==> src/rtl/sd_img_pkg.sv <==
// Shared types and constants for the SD image sequencer: FSM states, step
// requests, default sector-address table and wrap-around index helpers.
package sd_img_pkg;

  typedef enum logic [1:0] {
    ST_START = 2'd0,
    ST_READ  = 2'd1,
    ST_HOLD  = 2'd2
  } state_e;

  typedef enum logic [1:0] {
    REQ_NONE = 2'd0,
    REQ_NEXT = 2'd1,
    REQ_PREV = 2'd2
  } step_req_e;

  localparam int unsigned MAX_PICS        = 16;
  localparam int unsigned SECTORS_PER_PIC = 1200;

  // Images packed back to back on the card, image k at sector k*1200.
  function automatic logic [MAX_PICS*32-1:0] default_addr_tbl();
    logic [MAX_PICS*32-1:0] tbl;
    tbl = '0;
    for (int k = 0; k < MAX_PICS; k++) begin
      tbl[32*k +: 32] = 32'(k) * 32'(SECTORS_PER_PIC);
    end
    return tbl;
  endfunction

  localparam logic [MAX_PICS*32-1:0] DEF_PIC_ADDR_TBL = default_addr_tbl();

  function automatic logic [3:0] idx_next(input logic [3:0] idx, input int unsigned num);
    return (32'(idx) == num - 1) ? 4'd0 : idx + 4'd1;
  endfunction

  function automatic logic [3:0] idx_prev(input logic [3:0] idx, input int unsigned num);
    return (idx == 4'd0) ? 4'(num - 1) : idx - 4'd1;
  endfunction

endpackage

==> src/rtl/sd_step_sel.sv <==
// Pending step-request latch plus the wrapped next/previous image index.
module sd_step_sel
  import sd_img_pkg::*;
#(
  parameter int unsigned PIC_NUM = 16
) (
  input  logic       clk_i,
  input  logic       rst_ni,
  input  logic       next_i,
  input  logic       prev_i,
  input  logic       latch_en_i,
  input  logic       consume_i,
  input  logic [3:0] idx_i,
  output logic       req_vld_o,
  output logic [3:0] idx_req_o,
  output logic [3:0] idx_auto_o
);

  step_req_e pend_q;
  step_req_e new_req;
  step_req_e eff_req;

  // Simultaneous next and prev cancel out and leave any pending request alone.
  always_comb begin
    new_req = REQ_NONE;
    if (next_i && !prev_i) begin
      new_req = REQ_NEXT;
    end else if (prev_i && !next_i) begin
      new_req = REQ_PREV;
    end
    eff_req = (new_req != REQ_NONE) ? new_req : pend_q;
  end

  always_ff @(posedge clk_i or negedge rst_ni) begin
    if (!rst_ni) begin
      pend_q <= REQ_NONE;
    end else if (consume_i) begin
      pend_q <= REQ_NONE;
    end else if (latch_en_i && (new_req != REQ_NONE)) begin
      pend_q <= new_req;
    end
  end

  assign req_vld_o  = (eff_req != REQ_NONE);
  assign idx_req_o  = (eff_req == REQ_PREV) ? idx_prev(idx_i, PIC_NUM) : idx_next(idx_i, PIC_NUM);
  assign idx_auto_o = idx_next(idx_i, PIC_NUM);

endmodule

==> src/rtl/sd_img_seq_ctrl.sv <==
// Sequences sector reads of a table of images from an SD card, holding each
// image for a fixed delay (auto) or until a step request (manual).
module sd_img_seq_ctrl
  import sd_img_pkg::*;
#(
  parameter int unsigned                    PIC_NUM      = 16,
  parameter logic [MAX_PICS*32-1:0]         PIC_ADDR_TBL = DEF_PIC_ADDR_TBL,
  parameter int unsigned                    RD_NUM       = 1200,
  parameter int unsigned                    DELAY_CYC    = 130_000_000
) (
  input  logic        clk,
  input  logic        rst,
  input  logic        rd_busy,
  input  logic        mode,
  input  logic        next_pic,
  input  logic        prev_pic,
  output logic        rd_start_en,
  output logic [31:0] rd_sec_addr,
  output logic [3:0]  pic_idx,
  output logic        pic_done
);

  localparam logic [15:0] SEC_LAST = 16'(RD_NUM - 1);
  localparam logic [31:0] DLY_LAST = 32'(DELAY_CYC - 1);

  state_e      state_q;
  logic        b0_q, b1_q;
  logic        start_q, done_q;
  logic [31:0] addr_q;
  logic [31:0] dly_q;
  logic [15:0] sec_q;
  logic [3:0]  idx_q;

  logic        busy_fall;
  logic        req_vld;
  logic        consume;
  logic [3:0]  idx_req;
  logic [3:0]  idx_auto;
  logic [31:0] tbl_addr;

  assign busy_fall = b1_q & ~b0_q;
  assign consume   = (state_q == ST_HOLD) && req_vld;
  assign tbl_addr  = PIC_ADDR_TBL[{idx_q, 5'd0} +: 32];

  sd_step_sel #(
    .PIC_NUM (PIC_NUM)
  ) u_step_sel (
    .clk_i      (clk),
    .rst_ni     (rst),
    .next_i     (next_pic),
    .prev_i     (prev_pic),
    .latch_en_i (state_q != ST_HOLD),
    .consume_i  (consume),
    .idx_i      (idx_q),
    .req_vld_o  (req_vld),
    .idx_req_o  (idx_req),
    .idx_auto_o (idx_auto)
  );

  always_ff @(posedge clk or negedge rst) begin
    if (!rst) begin
      state_q <= ST_START;
      b0_q    <= 1'b0;
      b1_q    <= 1'b0;
      start_q <= 1'b0;
      done_q  <= 1'b0;
      addr_q  <= '0;
      dly_q   <= '0;
      sec_q   <= '0;
      idx_q   <= '0;
    end else begin
      b0_q    <= rd_busy;
      b1_q    <= b0_q;
      start_q <= 1'b0;
      done_q  <= 1'b0;
      case (state_q)
        ST_START: begin
          addr_q  <= tbl_addr;
          sec_q   <= '0;
          start_q <= 1'b1;
          state_q <= ST_READ;
        end
        ST_READ: begin
          if (busy_fall) begin
            addr_q <= addr_q + 32'd1;
            sec_q  <= sec_q + 16'd1;
            if (sec_q == SEC_LAST) begin
              done_q  <= 1'b1;
              dly_q   <= '0;
              state_q <= ST_HOLD;
            end else begin
              start_q <= 1'b1;
            end
          end
        end
        ST_HOLD: begin
          // An explicit step always wins over the automatic advance and its delay.
          if (req_vld) begin
            idx_q   <= idx_req;
            state_q <= ST_START;
          end else if (!mode) begin
            if (dly_q == DLY_LAST) begin
              idx_q   <= idx_auto;
              state_q <= ST_START;
            end else begin
              dly_q <= dly_q + 32'd1;
            end
          end
        end
        default: state_q <= ST_START;
      endcase
    end
  end

  assign rd_start_en = start_q;
  assign rd_sec_addr = addr_q;
  assign pic_idx     = idx_q;
  assign pic_done    = done_q;

endmodule

==> config.mk <==
export PLATFORM = sky130hd
export DESIGN_NAME = sd_img_seq_ctrl
export DESIGN_NICKNAME = d
export VERILOG_FILES = /design/src/rtl/sd_img_pkg.sv /design/src/rtl/sd_step_sel.sv /design/src/rtl/sd_img_seq_ctrl.sv
export SDC_FILE = /design/constraint.sdc
export NUM_CORES = 1
export LEC_CHECK = 0
export ABC_AREA = 1
export BUFFER_PORTS_ARGS = -buffer_cell sky130_fd_sc_hd__buf_4
export CORE_ASPECT_RATIO = 1.5
export CORE_MARGIN = 4
export CORE_UTILIZATION = 25
export DETAILED_ROUTE_END_ITERATION = 8
export GPL_ROUTABILITY_DRIVEN = 1
export PLACE_DENSITY = 0.48
export SETUP_SLACK_MARGIN = 0.02
export SYNTH_ARGS = -nofsm -noshare
export SYNTH_HDL_FRONTEND = slang
export SYNTH_SLANG_ARGS = --single-unit
==> constraint.sdc <==
create_clock -name clk -period 1.8 [get_ports clk]
set_input_delay 0.54 -clock clk [delete_from_list [all_inputs] [get_ports clk]]
set_output_delay 0.54 -clock clk [all_outputs]
set_load 0.005 [all_outputs]
* After elaboration in Yosys (flattened, before gate mapping)
Index checks and enable logic that the tools add are counted.
Cells by class: add/subtract/negate cells 5, eq/ne operators 15, shift operators 1, multiplexer cells 33, bitwise logic cells 2, reductions and logical operators 18
Operator list (count):
- variable part select 512 x 10 -> 32 bit (first input constant) | 1
- 2-to-1 mux 32 bit | 6
- one-hot mux 32 bit (2 select lines) | 2
- adder 32 x 1 -> 32 bit (second input constant) | 2
- equality test 32 x 27 -> 1 bit (second input constant) | 1
- one-hot mux 16 bit (2 select lines) | 1
- 2-to-1 mux 4 bit | 6
- 2-to-1 mux 2 bit | 10
- adder 16 x 1 -> 16 bit (second input constant) | 1
- equality test 16 x 11 -> 1 bit (second input constant) | 1
- 2-to-1 mux 16 bit | 1
- inequality test 2 bit (second input constant) | 6
- nonzero test 2 bit | 6
- one-hot mux 2 bit (3 select lines) | 1
- AND reduction 6 bit | 1
- 2-to-1 mux 1 bit | 5
- adder 4 x 1 -> 4 bit (second input constant) | 1
- equality test 2 bit (second input constant) | 2
- equality test 4 bit (second input constant) | 1
- logical AND 1 bit | 4
- zero test 4 bit | 1
- AND reduction 4 bit | 1
- subtractor 4 x 1 -> 4 bit (second input constant) | 1
- inequality test 3 x 2 -> 1 bit (second input constant) | 1
- other kinds (10) | 11
Word-level totals: flip-flop bits (word level) 92, input port bits 6, output and inout bits 38, word-level logic and storage cells 84

* Longest topological paths before layout
word-level depth 9, depth in mapped cells 16

* By module
From an unflattened synthesis, not the netlist that was laid out.
Unflattened totals: cells, all modules 942, area, all modules 6292.3 sq um
By module, submodules not included:
- sd_img_seq_ctrl | instances 1, cells each 879, area each 5880.6 sq um, sequential area each 2252.2 sq um
- sd_step_sel | instances 1, cells each 63, area each 411.6 sq um, sequential area each 50.0 sq um

* Least setup slack after synthesis
Ideal clock, no wire load.
path kind input -> register, from input port next_pic, to register dly_q[23], library setup time 0.117 ns, data arrival time 1.879 ns, required time 1.683 ns, slack -0.197 ns, cell stages on the path 13, cell sequence inv_1 > ha_1 > o21ai_1 > nand2_2 > nand2_4 > nand2_1 > inv_2 > nand2_4 > clkinv_2 > nand2_4 > buf_12 > nand2_1 > nand2_1
Between the ends: longest elaborated chain between the ends 9
Ends and longest elaborated chain:
- start: declaration | line sd_img_seq_ctrl.sv:15 | input logic next_pic,
- zero test 1 bit | line sd_step_sel.sv:28 | end else if (prev_i && !next_i) begin
- logical AND 1 bit | line sd_step_sel.sv:28
- 2-to-1 mux 2 bit | line sd_step_sel.sv:28
- 2-to-1 mux 2 bit * | line sd_step_sel.sv:26 | if (next_i && !prev_i) begin
- nonzero test 2 bit | line sd_step_sel.sv:31 | eff_req = (new_req != REQ_NONE) ? new_req : pend_q;
- 2-to-1 mux 2 bit * | line sd_step_sel.sv:31
- nonzero test 2 bit * | line sd_step_sel.sv:44 | assign req_vld_o = (eff_req != REQ_NONE);
- inequality test 2 bit (no source line) *
- AND reduction 6 bit (no source line) *
- end signal: assignment | line sd_img_seq_ctrl.sv:106 | dly_q <= dly_q + 32'd1;
- end: declaration | line sd_img_seq_ctrl.sv:30 | logic [31:0] dly_q;
Mark *: on every way between the ends. The rest lies on a longest branch, timed or not. A chain may end at the register's enable or synchronous reset.

* Worst setup path after layout
from register addr_q[0], in the netlist rd_sec_addr[0], to output port rd_sec_addr[0]
RTL lines:
- start: declaration | line sd_img_seq_ctrl.sv:29 | logic [31:0] addr_q;
- start signal: assignment | line sd_img_seq_ctrl.sv:78 | addr_q <= tbl_addr;
- start signal: assignment | line sd_img_seq_ctrl.sv:85 | addr_q <= addr_q + 32'd1;
- end: declaration | line sd_img_seq_ctrl.sv:18 | output logic [31:0] rd_sec_addr,
No word-level cell between the ends.

==> impl_metrics.yaml <==
cells_and_area:
  area_growth_pct: 36.52
  layout.nets: 1139
  diodes: 0
  final_common_cell: "nand2_1"
  fin_cells: 1452
  mostFrequentLayoutCells: "nand2_1 (280), buf_4 (151), nor2_1 (110)"
  drive_gt1_share_pct: 25.80
  stdcell_area_um2: 8696
floorplanning:
  coreArea_um2: 25140
  die-height_um: 203.5
  start_util_pct: 25.34
  die-area_um2: 28150
  die_x_um: 138.3
  io_pins: 44
  fp-row-count: 71
logic_synthesis:
  synth_area_per_cell_um2: 6.635
  synth.top_cell.area_share_pct: 36.14
  synthTopCellsByArea: "dfrtp_1 (36%), nand2_1 (19%), nor2_1 (7.0%), nand3_1 (6.4%), inv_1 (6.0%)"
  ys_seq_elements: 92
  synth_fp_nets: 980
  yosysWarnings: 0
  ys_types: 42
  syn_area_um2: 6370
  yosys.area.top_type: "dfrtp_1"
  yosysSeqAreaShare_pct: 36.14
  synth_cells: 960
critical_path:
  cp.arrival_ns: 1.17
  path_cells: "buf_4 -> buf_4 -> buf_4"
  path_buf_inv: 3
  cp_data_required_time_ns: 1.26
  crit_type: "flip-flop to output pin"
  endpoint_kind: "output pin"
  worst-path-max-fanout: 4
  slowest_delay_ns: 0.38
  worstSetupStartpointType: "flip-flop"
  worst_path_max_delay_cell: "dfrtp_1"
  cpMostUsedCell: "buf_4"
  cp_top_family: "buffers and inverters"
timing:
  maxSlewHeadroom_pct: 70.00
  setup_viol: 0
  finalHoldViolations: 0
  worstMarginPinSlew_ns: 0.4458
  setup_tns_ns: 0
  finalCritPeriodShare_pct: 94.95
  rsz0062_at_grt: "true"
  drv_slew: 0
  max_freq_mhz: 585.1
  fin_worst_skew_ns: 0.01257
  period_minus_slack_ns: 1.709
power_and_ir_drop:
  ir_worst_vdd_mv: 0.6584
  combinationalPowerShare_pct: 50.4
  intPower_mw: 5.536
  seqPwrFrac_pct: 28.3
  clock_power_share_pct: 21.3
  power_leakage_nw: 4.187
  switchingPower_mw: 3.912
  power.density_nw_per_um2: 1087
  swShare_pct: 41.41
placement:
  dp_hpwl_mm: 16.43
  placed_cell_area_um2: 8005
  portBuffers: 43
  routabilityCongestion: 0.9198
  place_inst: 1425
detailed_routing:
  dr_wl_met2_mm: 11.86
  dr.pass1.iters: 5
  wire_per_inst_um: 14.78
  wl_met3_um: 528
  drcViolationCount: 0
  viasPerCell: 4.596
  drtAntennaViolNets: 0
  met1_length_mm: 8.425
  wl_mm: 21.46
  top_layer: "met4"
  vias: 6674
  drt_iter0_drc: 303
clocking:
  insertion_delay_ns: 0.37
  htreeDepth: 3
  clk_path_buf_depth: 2
  hold_buffers: 0
  cts_buffers: 9
  clk_pin_slew_ns: 0.07
  cts.sinks: 92
  cts_tree: "done"
  cts-root-buf: "clkbuf_16"
flow_run:
  max_cap_violations: 0
grt:
  overflow: 0
  grt_pass1_vias: 6671
  grt_pass1_wl_mm: 34.32
  grt_max_degree: 27
  antenna_found_initial: 0
  grtUsageTotal_pct: 15.15
worst_hold_path:
  hp-class: "input pin to async pin"
status:
  status: "complete, no violations"
[metal layers]
metal | global-route usage, % | vias to the layer above
met3 | 2.228 | 38
met1 | 16.49 | 3128
met2 | 29.19 | 113
met4 | 6.003 | 0
met5 | 0 | -
li1 | - | 3395
[Yosys cell counts (all sizes together)]
master / count
nand4: 29
nand2: 337
a221oi: 1
xnor2: 4
clkbuf: 6
nand3: 83
o211ai: 1
o21ai: 48
buf: 11
o221ai: 2
a21oi: 21
o22ai: 1
ha: 14
a22oi: 2
dfrtp: 92
nor4: 2
nand3b: 1
o21bai: 5
nor2: 132
xor2: 19
and2: 2
clkinv: 1
a31oi: 4
or2: 3
o32ai: 1
nor3b: 3
nor3: 25
a22o: 1
inv: 109
[what timing repair did]
action                                 CTS  global route
setup endpoints to repair               10            56
pin swaps                                0            17
gates resized for setup                  5            64
endpoints found under the hold margin    0             0
cloned                                   0             4
setup buffers                            0             7
[registers in the layout, summed over array words and instances (netlist names)]
name and flops:
b0_q 1, b1_q 1, dly_q 32, pic_done 1, pic_idx 4, rd_sec_addr 32, rd_start_en 1, sec_q 16
state_q 2, u_step_sel.pend_q 2
[power groups by stage]
stage	Sequential (mW)	Clock (mW)	Combinational, mW
floorplan	2.70	0	2.28
global placement	2.70	0	4.17
detailed placement	2.71	0	4.19
CTS	2.67	2.06	4.21
global route	2.72	2.14	5.24
finish	2.67	2.01	4.77
[stage by stage]
step,hold slack [ns],setup slack (ns),total power [mW],util (%)
floorplan,0.2444,-0.02888,4.985,-
global placement,0.3649,-0.2110,6.875,31.84
detailed placement,0.3663,-0.2252,6.900,31.84
CTS,0.1105,0.02930,8.943,33.08
global route,0.1393,-0.03239,10.10,34.59
finish,0.1131,0.09098,9.448,34.59
[path summary, 6_finish.rpt]
path	slack (ns)	start	cells past startpoint	end
hold / removal	0.11	rst	1	rd_sec_addr[19]
min in group clk	0.31	rd_busy	1	b0_q
setup / recovery	0.09	rd_sec_addr[0]	3	rd_sec_addr[0]
max in group asynchronous	1.18	rst	2	dly_q[30]
setup reg to reg	0.09	dly_q[0]	12	dly_q[28]
hold reg to reg	0.38	b0_q	0	b1_q
[cell families (layout without fill, tap and decap cells)]
family / Yosys count / count (layout) / share of synthesized area [%]
adders and majority gates: 14 / 14 / 2.750
DFF: 92 / 92 / 36.14
xor gates and xnor gates: 23 / 23 / 3.162
buffers and inverters: 127 / 291 / 8.210
and+or+nand+nor: 617 / 617 / 42.19
AOI/OAI and AO/OA: 87 / 87 / 7.543
[layout make-up]
| type | instances | area (µm²) |
|---|---|---|
| Clock buffer | 12 | 246.5 |
| Clock inverter | 4 | 48.80 |
| Fill cell | 2756 | 16440 |
| Inverter | 110 | 430.4 |
| Multi-Input combinational cell | 741 | 3821 |
| Sequential cell | 92 | 2305 |
| Tap cell | 328 | 410.4 |
| Timing Repair Buffer | 165 | 1434 |
Power figures use the tool's default switching activity.
